**src/rtl/math_seq.sv**
```systemverilog
// rtl/math_seq.sv - two-requester round-robin sequencer computing a + b - c on one shared accumulator
// Optional signed overflow flag out_ovf when MATH_SEQ_OVF_EN is defined.
module math_seq #(
    parameter int WIDTH = 16
) (
    input  logic             clk,
    input  logic             rst,
    input  logic             in0_valid,
    output logic             in0_ready,
    input  logic [WIDTH-1:0] in0_a,
    input  logic [WIDTH-1:0] in0_b,
    input  logic [WIDTH-1:0] in0_c,
    input  logic             in1_valid,
    output logic             in1_ready,
    input  logic [WIDTH-1:0] in1_a,
    input  logic [WIDTH-1:0] in1_b,
    input  logic [WIDTH-1:0] in1_c,
    output logic             out_valid,
    input  logic             out_ready,
    output logic [WIDTH-1:0] out_z,
`ifdef MATH_SEQ_OVF_EN
    output logic             out_ovf,
`endif
    output logic             out_id
);

    typedef enum logic [1:0] {IDLE, ADD, SUB, DONE} state_t;

    state_t           state, state_nxt;
    logic             prio;
    logic             id_q;
    logic [WIDTH-1:0] a_q, b_q, c_q, acc;
    logic [WIDTH-1:0] sum, diff;
    logic             grant_id;
    logic             accept;

    assign sum  = a_q + b_q;
    assign diff = acc - c_q;

    always_ff @(posedge clk or posedge rst) begin
        if (rst) begin
            state <= IDLE;
        end else begin
            state <= state_nxt;
        end
    end

    always_comb begin
        state_nxt = state;
        grant_id  = prio;
        if (in0_valid && !in1_valid) begin
            grant_id = 1'b0;
        end else if (in1_valid && !in0_valid) begin
            grant_id = 1'b1;
        end
        // rst gates the readys so nothing looks accepted while reset is held
        in0_ready = (state == IDLE) && in0_valid && !grant_id && !rst;
        in1_ready = (state == IDLE) && in1_valid && grant_id && !rst;
        accept    = in0_ready || in1_ready;
        case (state)
            IDLE:    if (accept) state_nxt = ADD;
            ADD:     state_nxt = SUB;
            SUB:     state_nxt = DONE;
            DONE:    if (out_ready) state_nxt = IDLE;
            default: state_nxt = IDLE;
        endcase
    end

    always_ff @(posedge clk or posedge rst) begin
        if (rst) begin
            prio <= 1'b0;
            id_q <= 1'b0;
            a_q  <= '0;
            b_q  <= '0;
            c_q  <= '0;
            acc  <= '0;
        end else begin
            case (state)
                IDLE: begin
                    if (accept) begin
                        a_q  <= grant_id ? in1_a : in0_a;
                        b_q  <= grant_id ? in1_b : in0_b;
                        c_q  <= grant_id ? in1_c : in0_c;
                        id_q <= grant_id;
                        prio <= ~grant_id;
                    end
                end
                ADD:     acc <= sum;
                SUB:     acc <= diff;
                default: ;
            endcase
        end
    end

`ifdef MATH_SEQ_OVF_EN
    logic ovf_q;

    // Signed overflow: operands of like sign (add) or unlike sign (sub) yielding a sign flip
    always_ff @(posedge clk or posedge rst) begin
        if (rst) begin
            ovf_q <= 1'b0;
        end else begin
            case (state)
                IDLE:    if (accept) ovf_q <= 1'b0;
                ADD:     ovf_q <= ovf_q | ((a_q[WIDTH-1] == b_q[WIDTH-1]) &&
                                           (sum[WIDTH-1] != a_q[WIDTH-1]));
                SUB:     ovf_q <= ovf_q | ((acc[WIDTH-1] != c_q[WIDTH-1]) &&
                                           (diff[WIDTH-1] != acc[WIDTH-1]));
                default: ;
            endcase
        end
    end

    assign out_ovf = ovf_q;
`endif

    assign out_valid = (state == DONE);
    assign out_z     = acc;
    assign out_id    = id_q;

endmodule

```
**config.mk**
```make
export PLATFORM = sky130hd
export DESIGN_NAME = math_seq
export DESIGN_NICKNAME = d
export VERILOG_FILES = /design/src/rtl/math_seq.sv
export SDC_FILE = /design/constraint.sdc
export NUM_CORES = 1
export LEC_CHECK = 0
export ABC_AREA = 1
export BUFFER_PORTS_ARGS = -buffer_cell sky130_fd_sc_hd__buf_4
export CAP_MARGIN = 10
export CORE_MARGIN = 5
export CORE_UTILIZATION = 55
export DETAILED_ROUTE_END_ITERATION = 12
export PLACE_DENSITY = 0.82
export SLEW_MARGIN = 10
export SYNTH_ARGS = -nofsm -noshare
export SYNTH_HDL_FRONTEND = slang
export SYNTH_SLANG_ARGS = --single-unit
```
**constraint.sdc**
```tcl
create_clock -name clk -period 2.06 [get_ports clk]
set_input_delay 0.206 -clock clk [delete_from_list [all_inputs] [get_ports clk]]
set_output_delay 0.206 -clock clk [all_outputs]
set_load 0.02 [all_outputs]
```
==> After elaboration in Yosys (flattened, before gate mapping) <==
Index checks and enable logic that the tools add are counted.
{ "classes": {"n_addsub": 2, "bitwise_logic": 1, "reduce_logical": 17, "n_eq_ne": 5, "mux": 9} }
{ "ops": {"columns": ["cell", "count"], "rows": [
  ["2-to-1 mux 16 bit", 3],
  ["one-hot mux 16 bit (2 select lines)", 1],
  ["adder 16 bit", 1],
  ["subtractor 16 bit", 1],
  ["logical AND 1 bit", 8],
  ["one-hot mux 2 bit (4 select lines)", 1],
  ["== test 2 bit (second input constant)", 2],
  ["logical NOT 1 bit", 4],
  ["2-to-1 mux 2 bit", 2],
  ["AND reduction 2 bit", 2],
  ["== test 2 x 1 -> 1 bit (second input constant)", 1],
  ["logical NOT 2 bit", 1],
  ["2-to-1 mux 1 bit", 2],
  ["!= test 2 x 1 -> 1 bit (second input constant)", 1],
  ["!= test 2 bit (second input constant)", 1],
  ["nonzero test 2 bit", 1],
  ["logical OR 1 bit", 1],
  ["NOT 1 bit", 1]
]} }
{ "word_totals": {"inputBits": 101, "wordCells": 41, "regBits": 68, "out_inout_bits": 20} }

==> Longest topological paths before layout <==
Gate-level depths: netlist (run 1).
{ "logic_depth": {"ltp_word": 10, "mapped_depth": 13, "ltp_nobuf": 13} }

==> Worst setup path before layout (run 1) <==
No wires, ideal clock.
{ "synth_timing": {"kind": "register to register", "startpoint": "register acc[0], in the netlist out_z[0]", "endpoint": "register acc[12], in the netlist out_z[12]", "n_path_buf": 0, "t_required_ns": 1.943, "arrival_time_ns": 1.750, "path_stages_with_launch": 14, "slack_ns": 0.193, "cell_sequence": "dfrtp_1 > inv_1 > ha_1 > fa_1 > inv_1 > nand3_1 > nand3_1 > nand3_1 > nand3_1 > nand2_1 > nand3_1 > nand2_1 > nand2_1 > nand2_1"} }
{ "synth_between": {"elab_chain_len": 2} }
{ "synth_rtl": {"columns": ["element", "line", "text"], "rows": [
  ["start: declaration", "32", "logic [WIDTH-1:0] a_q, b_q, c_q, acc;"],
  ["start signal: assignment", "88", "ADD: acc <= sum;"],
  ["start signal: assignment", "89", "SUB: acc <= diff;"],
  ["subtractor 16 bit", "38", "assign diff = acc - c_q;"],
  ["one-hot mux 16 bit (2 select lines)", "78", "case (state)"]
]} }
No other way between the ends.
A chain may end at the register's enable or synchronous reset.

==> Worst setup path after layout (run 1) <==
{ "layout_timing": {"startpoint": "register state[1]", "endpoint": "output port in1_ready"} }
{ "layout_between": {"elab_chain_len": 4} }
{ "layout_rtl": {"columns": ["element", "line", "text"], "rows": [
  ["start: declaration", "29", "state_t state, state_nxt;"],
  ["start signal: assignment", "44", "state <= state_nxt;"],
  ["logical NOT 2 bit", "58", "in1_ready = (state == IDLE) && in1_valid && grant_id && !rst;"],
  ["logical AND 1 bit (3 in a row)", "58", null],
  ["end: declaration", "14", "output logic in1_ready,"]
]} }
No other way between the ends.

==> results of run 1 <==
worst min-delay path, stage by stage:
cell      delay (ns)
buf_4           0.08
nand2_1         0.05
o211ai_2        0.05
layout make-up:
| type | count | area (µm²) | share of cell area, % |
|---|---|---|---|
| Inverter | 102 | 383 | 6.12 |
| Sequential cell | 68 | 1700 | 27.2 |
| Clock inverter | 6 | 65.1 | 1.04 |
| Multi-Input combinational cell | 550 | 2760 | 44.1 |
| Clock buffer | 10 | 128 | 2.04 |
| Tap cell | 108 | 135 | 2.16 |
| Timing Repair Buffer | 137 | 1090 | 17.4 |
routing by layer:
layer,up-vias,global-route usage [%],part of all wire (%)
met4,0,5.11,0.82
met1,2364,32.4,43
met3,14,4.25,5.8
met2,159,45.0,50
met5,-,0,0
li1,2572,-,-
power breakdown:
group          internal (mW)  leakage (nW)  total [mW]  switching (mW)
sequential              2.01         0.837        2.47           0.458
combinational           2.76          2.62        7.30            4.54
clock                  0.560        0.0962        1.13           0.567
total                   5.33          3.55        10.9            5.56
flip-flops by register name (all words and copies together) (netlist names):
name    flops
out_z      16
out_id      1
b_q        16
c_q        16
prio        1
a_q        16
state       2
cell usage in the layout (no fill, tap or decap), types with 4 or more instances in the layout:
cell      netlist  layout
a21oi_1        23      23
buf_4           1     132
clkbuf_8        0       9
dfrtp_1        68      68
ha_1           34      33
inv_1          99      97
inv_2           3       5
nand2_1       335     334
nand3_1        70      69
nand3b_1        6       6
nand4_1         4       4
nor2_1         27      27
nor3_1          6       6
o211ai_1       11      11
o211ai_2        4       4
o21ai_0        11      11
xor2_1          6       6
per-stage QoR:
step                      cells  cell area, µm²  total power [mW]  hold slack (ns)
after detailed placement    957            5960              9.59            0.354
after global routing        981            6250              12.0           0.0604
after CTS                   976            6180              10.8           0.0633
final                       981            6250              10.9           0.0579
after global placement      957            5960              9.37            0.345
after floorplan             740            4920              7.57            0.334
repair_timing:
action,in CTS,in global routing
gates resized for setup,1,6
hold buffers,1,0
pin swaps,1,3
buffers inserted,2,4
setup endpoints to repair,2,8
hold endpoints to repair,62,0
gates cloned,0,1
cell families after synthesis:
family,count (synthesis),share of synthesized area (%)
flip-flops,68,34.6
adder cells (fa/ha/maj),36,9.45
XOR/XNOR,7,1.25
buffers and inverters,122,9.99
AO/OA/AOI/OAI,55,7.01
AND/OR/NAND/NOR,452,37.7
final timing paths:
kind                                      start                   end  slack [ns]  cells after the start
max                        state[1]$_DFFE_PP0P_             in1_ready        0.10                      8
min reg2reg                  out_id$_DFFE_PP0P_    out_id$_DFFE_PP0P_        0.48                      2
min in group asynchronous                   rst    c_q[2]$_DFFE_PP0P_        0.53                      4
max reg2reg                  a_q[0]$_DFFE_PP0P_  out_z[8]$_DFFE_PP0P_        0.13                     11
max in group asynchronous                   rst    a_q[9]$_DFFE_PP0P_        1.21                      4
min                                    in1_c[1]    c_q[1]$_DFFE_PP0P_        0.06                      3
==> flow_summary.toml, run 1 <==
[run_status]
status = "complete, no violations"

[global_routing]
grt_first_pass_wirelength_um = 23300
track_usage_pct = 25.3
grt_max_degree = 69
antenna_found_initial = 0
grt_overflow = 0
first_global_vias = 5090

[setup_path]
critPathTopFamily = "buffers and inverters"
crit_buf_inv = 5
worstSetupPathType = "flop to output port"
startpoint_type = "flop"
cp_max_fo = 18
crit_path_end_kind = "output port"
cpMostUsedCell = "inv_2"
crit_required_ns = 1.85
crit_chain = "inv_1, ha_4, inv_2, nor2_1, nand3_1, inv_2, buf_12, buf_4"
critPathSlowestCell = "dfrtp_1"
cp.arrival_ns = 1.75
crit_path_max_incr_delay_ns = 0.39

[drt]
final_antenna_net_count = 0
wire_per_inst_um = 14.2
drtPass1Iterations = 5
vias = 5109
viasPerCell = 5.21
drc_errors = 0
drt_wl_total_um = 13900
drt_iter0_drc = 257

[floorplanning]
io_pins = 121
die_y_um = 105
core_area_mm2 = 0.00872
die-area_mm2 = 0.0109
fp-row-count = 34
initial_utilization_pct = 56.5
chipWidth_um = 105

[clock_tree]
cts_buffers = 9
clk_pin_slew_ns = 0.09
clock-sinks = 68
clock-root-buffer = "clkbuf_8"
htree_num_levels = 3
cts_tree = "built"
clkLatencyLatePin_ns = 0.36
clockBufferDepth = 2

[final_layout]
final_layout_size_suffix_gt1_share_pct = 19.4
final_core_util_pct = 71.7
nNetsFinal = 1005
antenna_cells = 0
syn_to_final_growth_pct = 27.0
nFillCells = 740

[synth]
synth_top_area_share_pct = 34.6
ys_warn_count = 0
avgSynthCellArea_um2 = 6.65
synth_fp_nets = 877
synth_top_area_cell = "dfrtp_1"
synth_edf_count = 0
ys_seq_area_share_pct = 34.6
yosysMostFrequentCell = "nand2_1"
synthCells = 740
synth_seq_cells = 68
ys.flop_type = "dfrtp_1"
synthDistinctLibCells = 30
yosys-top-cells-area = "dfrtp_1, nand2_1, ha_1"
synthArstFlopShare_pct = 100
synth_commonest_cells = "nand2_1, inv_1, nand3_1"
syn_area_mm2 = 0.00492

[sta]
timing.final.hold_violations = 0
fin_crit_sh_pct = 95.1
tns_ns = 0
setup_viol = 0
max_slew_margin_pct = 67.0
slew_viol_final = 0
max_freq_ghz = 0.510
tightest_slew_ns = 0.494
period_needed_ns = 1.96
clock_skew_ns = 0.0142
setup_ws_ns = 0.101

[placement]
gp_congestion = 0.866
dp_slack_ns = 0.108
hpwl_um = 10600
portBuffers = 120

[power]
cellLeakagePower_nw = 3.55
power_density_mw_per_mm2 = 1740
ir_worst_vdd_uv = 648

[run]
max-cap-violations = 0

[min_path]
hold_path_class = "input port to flop"
(Power assumes the default switching activity.)
==> run 2: changes to the inputs <==
--- a/config.mk
+++ b/config.mk
@@ -5,13 +5,13 @@
 export SDC_FILE = /design/constraint.sdc
 export NUM_CORES = 1
 export LEC_CHECK = 0
-export ABC_AREA = 1
+export ABC_AREA = 0
 export BUFFER_PORTS_ARGS = -buffer_cell sky130_fd_sc_hd__buf_4
 export CAP_MARGIN = 10
 export CORE_MARGIN = 5
-export CORE_UTILIZATION = 55
+export CORE_UTILIZATION = 54
 export DETAILED_ROUTE_END_ITERATION = 12
-export PLACE_DENSITY = 0.82
+export PLACE_DENSITY = 0.81
 export SLEW_MARGIN = 10
 export SYNTH_ARGS = -nofsm -noshare
 export SYNTH_HDL_FRONTEND = slang
==> flow_summary.toml, run 2 <==
[sta]
max_freq_ghz = 0.439
rsz0062_at_grt = "true"
period_needed_ns = 2.28
hold_ws_ns = 0.0831
timing.final.hold_violations = 0
max_slew_margin_pct = 71.2
setup_viol = 11
slew_viol_final = 0
clock_skew_ns = 0.0111
setup_ws_ns = -0.219
fin_crit_sh_pct = 111
tightest_slew_ns = 0.429

[synth]
synthCells = 489
synth_top_area_share_pct = 37.0
avgSynthCellArea_um2 = 9.40
yosysMostFrequentCell = "dfrtp_1"
synth_seq_cells = 68
synth_fp_nets = 626
syn_area_mm2 = 0.00460
ys_warn_count = 0
synth_commonest_cells = "dfrtp_1, and3_1, a221o_1"
synthArstFlopShare_pct = 100
yosys-top-cells-area = "dfrtp_1, a221o_1, ha_1"
ys.flop_type = "dfrtp_1"
synth_edf_count = 0
synthDistinctLibCells = 56
ys_seq_area_share_pct = 37.0
synth_top_area_cell = "dfrtp_1"

[run_status]
status = "finished, violations left"
violations = "negative setup slack"

[power]
ir_worst_vdd_uv = 1200
finalPower_mw = 12.7
cellLeakagePower_nw = 3.33
power_density_mw_per_mm2 = 1910

[clock_tree]
clock-sinks = 68
clockBufferDepth = 2
cts_buffers = 9
clkLatencyLatePin_ns = 0.34
htree_num_levels = 3
clock-root-buffer = "clkbuf_8"
clk_pin_slew_ns = 0.08
cts_tree = "built"

[floorplanning]
core_area_mm2 = 0.00826
die-area_mm2 = 0.0105
die_y_um = 102
initial_utilization_pct = 55.7
io_pins = 121
chipWidth_um = 102
fp-row-count = 33

[setup_path]
crit_path_end_kind = "flop"
crit_path_max_incr_delay_ns = 0.41
cp.arrival_ns = 2.49
critPathSlowestCell = "dfrtp_2"
worstSetupPathType = "flop to flop"
cp_max_fo = 3
reg2reg_depth = 10
crit_chain = "inv_2, ha_4, fa_2, nor2b_2, o31a_1, o31ai_2, nand2_1, a221oi_2, xor2_1, o221ai_1"
crit_required_ns = 2.27
startpoint_type = "flop"

[drt]
drt_iter0_drc = 301
wire_per_inst_um = 20.1
drc_errors = 0
drt_wl_total_um = 15600
final_antenna_net_count = 0
drtPass1Iterations = 6
viasPerCell = 6.10
vias = 4729

[global_routing]
first_global_vias = 4783
grt_overflow = 0
grt_first_pass_wirelength_um = 23500
antenna_found_initial = 0
grt_max_degree = 54
track_usage_pct = 28.9

[placement]
gp_congestion = 0.960
dp.cells = 740
portBuffers = 120
hpwl_um = 10400
dp_slack_ns = -0.229

[final_layout]
nFillCells = 520
final_cell_mix = "buf_4, dfrtp_1, and3_1, a221o_1"
finalNonFillerCells = 775
final_layout_size_suffix_gt1_share_pct = 39.1
mostFrequentLayoutCell = "buf_4"
nNetsFinal = 802
antenna_cells = 0
syn_to_final_growth_pct = 44.5

[run]
max-cap-violations = 0

[min_path]
hold_path_class = "input port to flop"
worstHoldPathCells = 2
[run 2: layer usage]
| metal | routed length, µm | global-route usage [%] | up-vias |
|---|---|---|---|
| met3 | 1200 | 5.73 | 41 |
| met4 | 477 | 8.78 | 0 |
| li1 | - | - | 2193 |
| met2 | 7660 | 47.9 | 232 |
| met1 | 6270 | 38.4 | 2263 |
| met5 | 0 | 0 | - |
[run 2: final timing paths]
path	from	end	slack, ns
worst max-delay path	out_z[0]$_DFFE_PP0P_	out_z[12]$_DFFE_PP0P_	-0.22
worst min-delay path	in0_a[5]	a_q[5]$_DFFE_PP0P_	0.08
worst max register to register	out_z[0]$_DFFE_PP0P_	out_z[12]$_DFFE_PP0P_	-0.22
worst min register to register	prio$_DFFE_PP0P_	prio$_DFFE_PP0P_	0.51
max in group asynchronous	rst	out_z[0]$_DFFE_PP0P_	1.00
min in group asynchronous	rst	out_id$_DFFE_PP0P_	0.42
[run 2: stage by stage]
stage,area (µm²),util [%],TNS (ns)
3_3_place_gp,6010,72.8,-0.844
3_5_place_dp,6010,72.8,-1.39
6_report,6640,80.4,-1.43
4_1_cts,6430,77.9,-0.938
2_1_floorplan,4640,-,-0.0949
5_1_grt,6640,80.4,-2.56
[run 2: cell type report]
| cell class | instances | area [µm²] | share of cell area [%] |
|---|---|---|---|
| Clock buffer | 10 | 128 | 1.92 |
| Clock inverter | 6 | 65.1 | 0.979 |
| Inverter | 30 | 115 | 1.73 |
| Multi-Input combinational cell | 364 | 2950 | 44.4 |
| Sequential cell | 68 | 1700 | 25.6 |
| Tap cell | 105 | 131 | 1.98 |
| Timing Repair Buffer | 192 | 1550 | 23.3 |
[run 2: critical path, delay by kind of cell, from the launching register on]
family,cells,cell delay (ns)
flops,1,0.41
fa+ha+maj,2,0.37
simple gates,2,0.19
xor+xnor,1,0.18
compound gates,4,0.91
buf+inv,1,0.09
[run 2: kinds of logic after synthesis]
family	share of synthesized area, %
AO/OA/AOI/OAI	26.7
AND/OR/NAND/NOR	16.3
flip-flops	37.0
buffers and inverters	4.71
adder cells (fa/ha/maj)	10.1
XOR/XNOR	3.62
multiplexers	1.58
[run 2: power by group]
group	internal [mW]	total [mW]	switching, mW	leakage (nW)
Combinational	4.41	9.12	4.71	2.39
Clock	0.560	1.10	0.541	0.0962
Sequential	1.98	2.46	0.483	0.844
Total	6.95	12.7	5.73	3.33
[run 2: repair_timing]
| action | in CTS | in global routing |
|---|---|---|
| setup buffers | 9 | 11 |
| pin swaps | 27 | 30 |
| resized for setup | 20 | 34 |
| hold buffers | 1 | 0 |
| hold endpoints to repair | 15 | 0 |
| gates cloned | 2 | 0 |
| endpoints found under the setup margin | 13 | 15 |
